===== config.mk =====
export PLATFORM = sky130hd
export DESIGN_NAME = terminal_reader
export DESIGN_NICKNAME = d
export VERILOG_FILES = /design/src/rtl/terminal_reader.sv
export SDC_FILE = /design/constraint.sdc
export NUM_CORES = 1
export LEC_CHECK = 0
export ABC_AREA = 1
export BUFFER_PORTS_ARGS = -buffer_cell sky130_fd_sc_hd__buf_2
export CAP_MARGIN = 10
export CELL_PAD_IN_SITES_DETAIL_PLACEMENT = 1
export CELL_PAD_IN_SITES_GLOBAL_PLACEMENT = 1
export CORE_ASPECT_RATIO = 1.2
export CORE_MARGIN = 3
export CORE_UTILIZATION = 25
export CTS_CLUSTER_DIAMETER = 120
export DETAILED_ROUTE_END_ITERATION = 10
export HOLD_SLACK_MARGIN = 0.08
export PLACE_DENSITY = 0.49
export SYNTH_ARGS = -nofsm -noshare
export SYNTH_HDL_FRONTEND = slang
export SYNTH_SLANG_ARGS = --single-unit

===== constraint.sdc =====
create_clock -name pixel_clk_in -period 9.3 [get_ports pixel_clk_in]
set_input_delay 0.465 -clock pixel_clk_in [delete_from_list [all_inputs] [get_ports pixel_clk_in]]
set_output_delay 0.465 -clock pixel_clk_in [all_outputs]
set_load 0.1 [all_outputs]

===== src/rtl/terminal_reader.sv =====
// terminal_reader: walks the text grid row by row and streams each line's ASCII over valid/ready,
// closing every line with a newline. Build macro TERMINAL_READER_SPACE_SKIP_EN drops space bytes.
module terminal_reader #(
  parameter  int SCREEN_WIDTH  = 76,
  parameter  int SCREEN_HEIGHT = 44,
  parameter  int TEXT_ROWS     = 42,
  parameter  int READ_LATENCY  = 2,
  localparam int AW            = $clog2(SCREEN_WIDTH * SCREEN_HEIGHT),
  localparam int RW            = $clog2(SCREEN_HEIGHT)
) (
  input  logic          pixel_clk_in,
  input  logic          rst_n_in,
  input  logic          start_in,
  output logic [AW-1:0] tg_addr_out,
  input  logic [7:0]    tg_data_in,
  output logic [7:0]    char_out,
  output logic          char_valid_out,
  input  logic          char_ready_in,
  output logic [RW-1:0] row_out,
  output logic          busy_out,
  output logic          done_out
);
  localparam int CW = (SCREEN_WIDTH > 1) ? $clog2(SCREEN_WIDTH) : 1;
  localparam int LW = (READ_LATENCY > 1) ? $clog2(READ_LATENCY) : 1;

  localparam logic [CW-1:0] LAST_COL  = CW'(SCREEN_WIDTH - 1);
  localparam logic [RW-1:0] LAST_ROW  = RW'(TEXT_ROWS - 1);
  localparam logic [LW-1:0] LAST_WAIT = LW'(READ_LATENCY - 1);
  localparam logic [7:0]    ASCII_LF  = 8'd10;
`ifdef TERMINAL_READER_SPACE_SKIP_EN
  localparam logic [7:0]    ASCII_SP  = 8'd32;
`endif

  typedef enum logic [2:0] {IDLE, ISSUE, WAIT, PRESENT, EOL, DONE} state_t;

  state_t        state_r, state_s;
  logic [RW-1:0] row_r, row_s, row_inc_s;
  logic [CW-1:0] col_r, col_s, col_inc_s;
  logic [LW-1:0] wait_cnt_r, wait_cnt_s;
  logic [AW-1:0] tg_addr_s;
  logic [7:0]    char_s;
  logic          char_valid_s, busy_s, done_s;
  logic          transfer_s, row_last_s, col_last_s;

  // Widen before multiplying so the product never truncates to the row width.
  function automatic logic [AW-1:0] grid_addr(input logic [RW-1:0] row, input logic [CW-1:0] col);
    return AW'(row) * AW'(SCREEN_WIDTH) + AW'(col);
  endfunction

  assign row_out = row_r;

  // Next-state and next-output decode for the scan FSM.
  always_comb begin
    state_s      = state_r;
    row_s        = row_r;
    col_s        = col_r;
    wait_cnt_s   = wait_cnt_r;
    tg_addr_s    = tg_addr_out;
    char_s       = char_out;
    char_valid_s = 1'b0;
    busy_s       = busy_out;
    done_s       = 1'b0;
    transfer_s   = char_valid_out & char_ready_in;
    row_inc_s    = row_r + 1'b1;
    col_inc_s    = col_r + 1'b1;
    row_last_s   = (row_r == LAST_ROW);
    col_last_s   = (col_r == LAST_COL);

    case (state_r)
      IDLE: begin
        if (start_in) begin
          row_s     = '0;
          col_s     = '0;
          tg_addr_s = '0;
          busy_s    = 1'b1;
          state_s   = ISSUE;
        end else begin
          state_s = IDLE;
        end
      end
      ISSUE: begin
        wait_cnt_s = '0;
        state_s    = WAIT;
      end
      WAIT: begin
        if (wait_cnt_r == LAST_WAIT) begin
`ifdef TERMINAL_READER_SPACE_SKIP_EN
          if (tg_data_in != ASCII_SP) begin
            char_s       = tg_data_in;
            char_valid_s = 1'b1;
            state_s      = PRESENT;
          end else if (col_last_s) begin
            char_s       = ASCII_LF;
            char_valid_s = 1'b1;
            state_s      = EOL;
          end else begin
            col_s     = col_inc_s;
            tg_addr_s = grid_addr(row_r, col_inc_s);
            state_s   = ISSUE;
          end
`else
          char_s       = tg_data_in;
          char_valid_s = 1'b1;
          state_s      = PRESENT;
`endif
        end else begin
          wait_cnt_s = wait_cnt_r + 1'b1;
        end
      end
      PRESENT: begin
        if (!transfer_s) begin
          char_valid_s = 1'b1;
        end else if (char_out == ASCII_LF) begin
          col_s     = '0;
          row_s     = row_last_s ? row_r : row_inc_s;
          tg_addr_s = row_last_s ? tg_addr_out : grid_addr(row_inc_s, '0);
          busy_s    = !row_last_s;
          done_s    = row_last_s;
          state_s   = row_last_s ? DONE : ISSUE;
        end else if (col_last_s) begin
          char_s       = ASCII_LF;
          char_valid_s = 1'b1;
          state_s      = EOL;
        end else begin
          col_s     = col_inc_s;
          tg_addr_s = grid_addr(row_r, col_inc_s);
          state_s   = ISSUE;
        end
      end
      EOL: begin
        if (transfer_s) begin
          col_s     = '0;
          row_s     = row_last_s ? row_r : row_inc_s;
          tg_addr_s = row_last_s ? tg_addr_out : grid_addr(row_inc_s, '0);
          busy_s    = !row_last_s;
          done_s    = row_last_s;
          state_s   = row_last_s ? DONE : ISSUE;
        end else begin
          char_valid_s = 1'b1;
        end
      end
      DONE: begin
        state_s = IDLE;
      end
      default: begin
        state_s = IDLE;
      end
    endcase
  end

  // State and output registers; reset abandons the scan and ignores any read still in flight.
  always_ff @(posedge pixel_clk_in) begin
    if (!rst_n_in) begin
      state_r        <= IDLE;
      row_r          <= '0;
      col_r          <= '0;
      wait_cnt_r     <= '0;
      tg_addr_out    <= '0;
      char_out       <= 8'd0;
      char_valid_out <= 1'b0;
      busy_out       <= 1'b0;
      done_out       <= 1'b0;
    end else begin
      state_r        <= state_s;
      row_r          <= row_s;
      col_r          <= col_s;
      wait_cnt_r     <= wait_cnt_s;
      tg_addr_out    <= tg_addr_s;
      char_out       <= char_s;
      char_valid_out <= char_valid_s;
      busy_out       <= busy_s;
      done_out       <= done_s;
    end
  end

endmodule


# Word-level counts from Yosys, hierarchy flattened
# Cells that the tools add are included.
[word_totals]
input_bits = 12
regBits = 40
output_inout_bits = 29
wordCells = 89
[classes]
eq_ne = 15
addsub = 4
n_mul = 2
reduce_logical = 9
mux = 49
bitwise = 1
[op_table]
columns = ["op", "n"]
rows = [
  ["$mux 12", 6],
  ["$pmux 12 s3", 1],
  ["$mux 7", 5],
  ["$mux 8", 4],
  ["$mux 6", 5],
  ["$pmux 7 s3", 1],
  ["$mul 6x5->10 const B", 2],
  ["$mux 3", 6],
  ["$pmux 6 s3", 1],
  ["$pmux 8 s2", 1],
  ["$pmux 3 s5", 1],
  ["$reduce_and 5->1", 3],
  ["$mux 1", 14],
  ["$ne 2x2->1 const B", 7],
  ["$add 12x7->12", 1],
  ["$eq 8x4->1 const B", 1],
  ["$add 7x1->7 const B", 1],
  ["$eq 7x7->1 const B", 1],
  ["$add 6x1->6 const B", 1],
  ["$eq 3x2->1 const B", 2],
  ["$eq 6x6->1 const B", 1],
  ["$pmux 1 s3", 2],
  ["$pmux 1 s2", 2],
  ["$reduce_bool 2->1", 2],
  ["other kinds (9)", 9],
]

# Longest topological paths before layout
[logic_depth]
word_depth = 6
mapped_depth = 20
ltp_nobuf = 20

# Worst setup path after synthesis
# OpenSTA, ideal clock, no wires.
[synth_timing]
path_type = "register -> register"
startpoint = "register row_r[0] (netlist: row_out[0])"
endpoint = "register tg_addr_out[8]"
stages_incl_launch_ff = 16
n_path_buf = 1
path_slack_ps = 5576
t_arrival_ps = 3615
synth_period_minus_slack_ps = 3724
setup_ps = 109
path_cell_list = "dfxtp_1 -> clkbuf_2 -> inv_1 -> ha_1 -> inv_1 -> ha_1 -> fa_1 -> ha_1 -> nand2_1 -> nand3_1 -> xnor2_1 -> inv_1 -> a21oi_1 -> o211ai_1 -> nand2_1 -> inv_1"
[synth_via]
elab_chain_cells = 6
elab_cells_between_ends = 11
[synth_lines]
columns = ["element", "line", "rtl"]
rows = [
  ["start: declaration", "37", "logic [RW-1:0] row_r, row_s, row_inc_s;"],
  ["start signal: assignment", "165", "row_r <= row_s;"],
  ["$mul 6x5->10 or $add 6x1->6 (tied branches)", "47, 64", ""],
  ["$add 12x7->12 or $mul 6x5->10 (tied branches)", "47", "return AW'(row) * AW'(SCREEN_WIDTH) + AW'(col);"],
  ["$mux 12, on equally long branches", "120, 116, 134", ""],
  ["$mux 12", "113", "end else if (char_out == ASCII_LF) begin"],
  ["$mux 12", "111", "if (!transfer_s) begin"],
  ["$pmux 12 s3 *", "69", "case (state_r)"],
  ["end signal: assignment", "168", "tg_addr_out <= tg_addr_s;"],
  ["end: declaration", "14", "output logic [AW-1:0] tg_addr_out,"],
]
# Mark *: on every way between the ends. The rest lies on a longest branch, timed or not. The select of a mux whose other input is x is not followed.
# A chain may end at the register's enable or synchronous reset.

# Final worst setup path
[layout_timing]
startpoint = "register row_r[0] (netlist: row_out[0])"
endpoint = "register tg_addr_out[9]"
# Same word-level chain as after synthesis.

==> impl_metrics.env <==
export IMPL_placement_cell_area_mm2=0.00362
export IMPL_p_leak_nw=1.97
export IMPL_synth_mux_area_frac=0
export IMPL_area_delta_synth_final_pct=17.1
export IMPL_grt_use_total=0.154
export IMPL_grt_max_degree=18
export IMPL_cp_max_fo=12
export IMPL_netlist_area_leader_share=0.247
export IMPL_cts_sinks=40
export IMPL_fp_dieW_um=110
export IMPL_max_cap_viol_count=0
export IMPL_synth_top_cells_by_count="nand2_1 (142), inv_1 (69), a21oi_1 (44)"
export IMPL_clkPwrFrac=0.162
export IMPL_grt_setup_unrepaired="false"
export IMPL_synth_area_leader_cell="dfxtp_1"
export IMPL_ys_ff_latch=40
export IMPL_clockBufferDepth=2
export IMPL_synthTopCellsByArea="dfxtp_1 (25%), nand2_1 (16%), ha_1 (15%)"
export IMPL_status="completed"
export IMPL_critPathKind="reg -> reg"
export IMPL_required_ns=9.45
export IMPL_async_reset_ff_frac=0
export IMPL_total_power_mw=1.33
export IMPL_worstSkewPairLatency_ns=0.29
export IMPL_worstSetupStartpointType="flop"
export IMPL_synth_top_family_by_area="simple AND/OR/NAND/NOR gates"
export IMPL_cts_tree="built"
export IMPL_stdcell_area_mm2=0.00380
export IMPL_synth_edff_count=0
export IMPL_num_fill_cells=1647
export IMPL_placementRows=45
export IMPL_num_nets_final=585
export IMPL_slew_viol_final=0
export IMPL_fin_tns_setup_ns=0
export IMPL_synth_seq_area_share=0.247
export IMPL_ys_flop_type="dfxtp_1"
export IMPL_cts_resized=0
export IMPL_post_cts_buffers=0
export IMPL_yosys_area_share_adder=0.185
export IMPL_hpwl_um=8670
export IMPL_avgSynthCellArea_um2=6.65
export IMPL_initial_core_util=0.256
export IMPL_drt_iter0_markers=91
export IMPL_grt_pass1_vias=3417
export IMPL_ctsRootBufferMaster="clkbuf_16"
export IMPL_worst_pin_slew_ns=0.630
export IMPL_critPathCaptureType="flop"
export IMPL_switching_share=0.555
export IMPL_core_mm2=0.0127
export IMPL_routabilityCongestion=0.867
export IMPL_drc=0
export IMPL_yosysMostFrequentCell="nand2_1"
export IMPL_ios=41
export IMPL_vias=3217
export IMPL_pre_cts_slack_ns=5.82
export IMPL_hold_path_class="in -> reg"
export IMPL_p_comb_frac=0.658
export IMPL_synthSimpleGateAreaFrac=0.320
export IMPL_drtAntennaViolNets=0
export IMPL_power_frac_seq=0.181
export IMPL_numPortBuffers=40
export IMPL_grt_pass1_wl_um=17000
export IMPL_fmax_mhz=284
export IMPL_avgViaCountPerCell=4.64
export IMPL_switchingPower_mw=0.737
export IMPL_clk_pin_slew_worst_paths_ns=0.06
export IMPL_netlist_instances=488
export IMPL_post_route_util=0.300
export IMPL_yosysUniqueCellTypes=32
export IMPL_grt_overflow=0
export IMPL_drt_wl_total_um=10400
export IMPL_diodes=0
export IMPL_htreeDepth=2
export IMPL_finalHoldViolCount=0
export IMPL_syn_cell_area_mm2=0.00325
export IMPL_detail_route_first_pass_iterations=4
export IMPL_internal_power_mw=0.590
export IMPL_synth_compound_area_share=0.114
export IMPL_wire_per_inst_um=15.1
export IMPL_slew_headroom=0.579
export IMPL_worst_slack_ns=5.78
export IMPL_die_y_um=131
export IMPL_yosysWarnings=0
export IMPL_synth_xor_area_frac=0.0378
export IMPL_dieArea_mm2=0.0144
export IMPL_setup_viol=0
export IMPL_vdd_drop_max_v=0.000267
export IMPL_numCtsBuffers=5
export IMPL_synth_nets=545
export IMPL_hold_buffers=0
export IMPL_antenna_found_initial=0
export IMPL_drive_above_1_share=0.129
export IMPL_fin_crit_ns=3.52
export IMPL_timing_final_crit_share=0.378
export IMPL_skew_ns=0.00435
export IMPL_power_density_mw_per_mm2=349
export IMPL_cp_data_arrival_time_ns=3.67
final timing paths:
check                                                 start                     endpoint  slack [ns]  depth (start not counted)
worst max register to register      row_out[0]$_SDFFE_PN0P_  tg_addr_out[9]$_SDFFE_PN0P_        5.78                         16
worst min-delay path                          tg_data_in[7]     char_out[7]$_SDFFE_PN0P_        0.43                          3
worst max-delay path                row_out[0]$_SDFFE_PN0P_  tg_addr_out[9]$_SDFFE_PN0P_        5.78                         16
worst min register to register  tg_addr_out[1]$_SDFFE_PN0P_  tg_addr_out[1]$_SDFFE_PN0P_        0.47                          2
cell usage in the layout, fill, tap and decap left out:
cell type	count
o211ai_2	2
o21ai_0	14
ha_1	40
nor2_2	2
bufinv_16	1
inv_2	4
nor3b_1	1
a21oi_1	44
nand2_2	4
inv_1	69
nand3b_1	4
clkbuf_8	2
a31oi_1	3
o211ai_1	2
fa_1	5
a211oi_1	2
clkbuf_16	5
nand2_4	1
nor3_1	2
buf_2	40
nand3_1	36
xnor2_1	4
or2_1	1
nand4_1	7
nand2_1	142
a21o_1	1
dfxtp_1	40
nor2_1	34
buf_4	1
or2_2	3
xor2_1	10
nor2_4	2
nand3_2	1
state kept, by name (all words and copies together), names as in the netlist:
register,flops
row_out,6
col_r,7
done_out,1
char_valid_out,1
busy_out,1
char_out,8
wait_cnt_r,1
tg_addr_out,12
state_r,3
metal layers:
metal	global-route usage	share of wire	up-vias
met5	0	0	-
met4	0.0506	0.022	0
met3	0.0236	0.034	17
met2	0.285	0.51	52
met1	0.179	0.44	1500
li1	-	-	1648
critical path: stages (launching register included):
cell	delay [ns]
dfxtp_1	0.58
inv_1	0.16
ha_1	0.37
inv_1	0.20
ha_1	0.29
fa_1	0.48
ha_1	0.38
nand2_1	0.13
inv_1	0.06
nand4_1	0.09
nand3_1	0.08
nand2_1	0.06
nand3_1	0.10
nand3_1	0.14
nand2_1	0.10
nor2_1	0.11
nor2_1	0.04
through the flow:
step / hold WS (ns) / std cells
after CTS: 0.422 / 693
after global placement: 0.450 / 685
after global routing: 0.441 / 693
after detailed placement: 0.464 / 685
final: 0.430 / 693
after floorplan: 0.454 / 488
kinds of logic (layout without fill, tap and decap cells):
| kind of cell | count (synthesis) | count (layout) |
|---|---|---|
| DFF | 40 | 40 |
| AOI/OAI and AO/OA | 68 | 68 |
| adders and majority gates | 45 | 45 |
| xor gates and xnor gates | 14 | 14 |
| and+or+nand+nor | 240 | 240 |
| buffers and inverters | 81 | 122 |
power groups by stage:
| stage | logic [mW] | registers (mW) | clock network, mW |
|---|---|---|---|
| detailed placement | 0.877 | 0.245 | 0 |
| finish | 0.873 | 0.240 | 0.214 |
| CTS | 0.886 | 0.241 | 0.219 |
| global route | 0.988 | 0.245 | 0.227 |
| global placement | 0.878 | 0.244 | 0 |
| floorplan | 0.513 | 0.392 | 0 |
final cells by class:
class	count	area [um2]	share of cell area
flip-flops and latches	40	801	0.211
clock inverters	1	30.0	0.00789
multi-input cells	367	2130	0.561
clock buffers	7	153	0.0401
repair buffers	41	208	0.0546
inverters	73	274	0.0720
well taps	164	205	0.0539
Note: power is estimated with default switching activity, not from simulation.
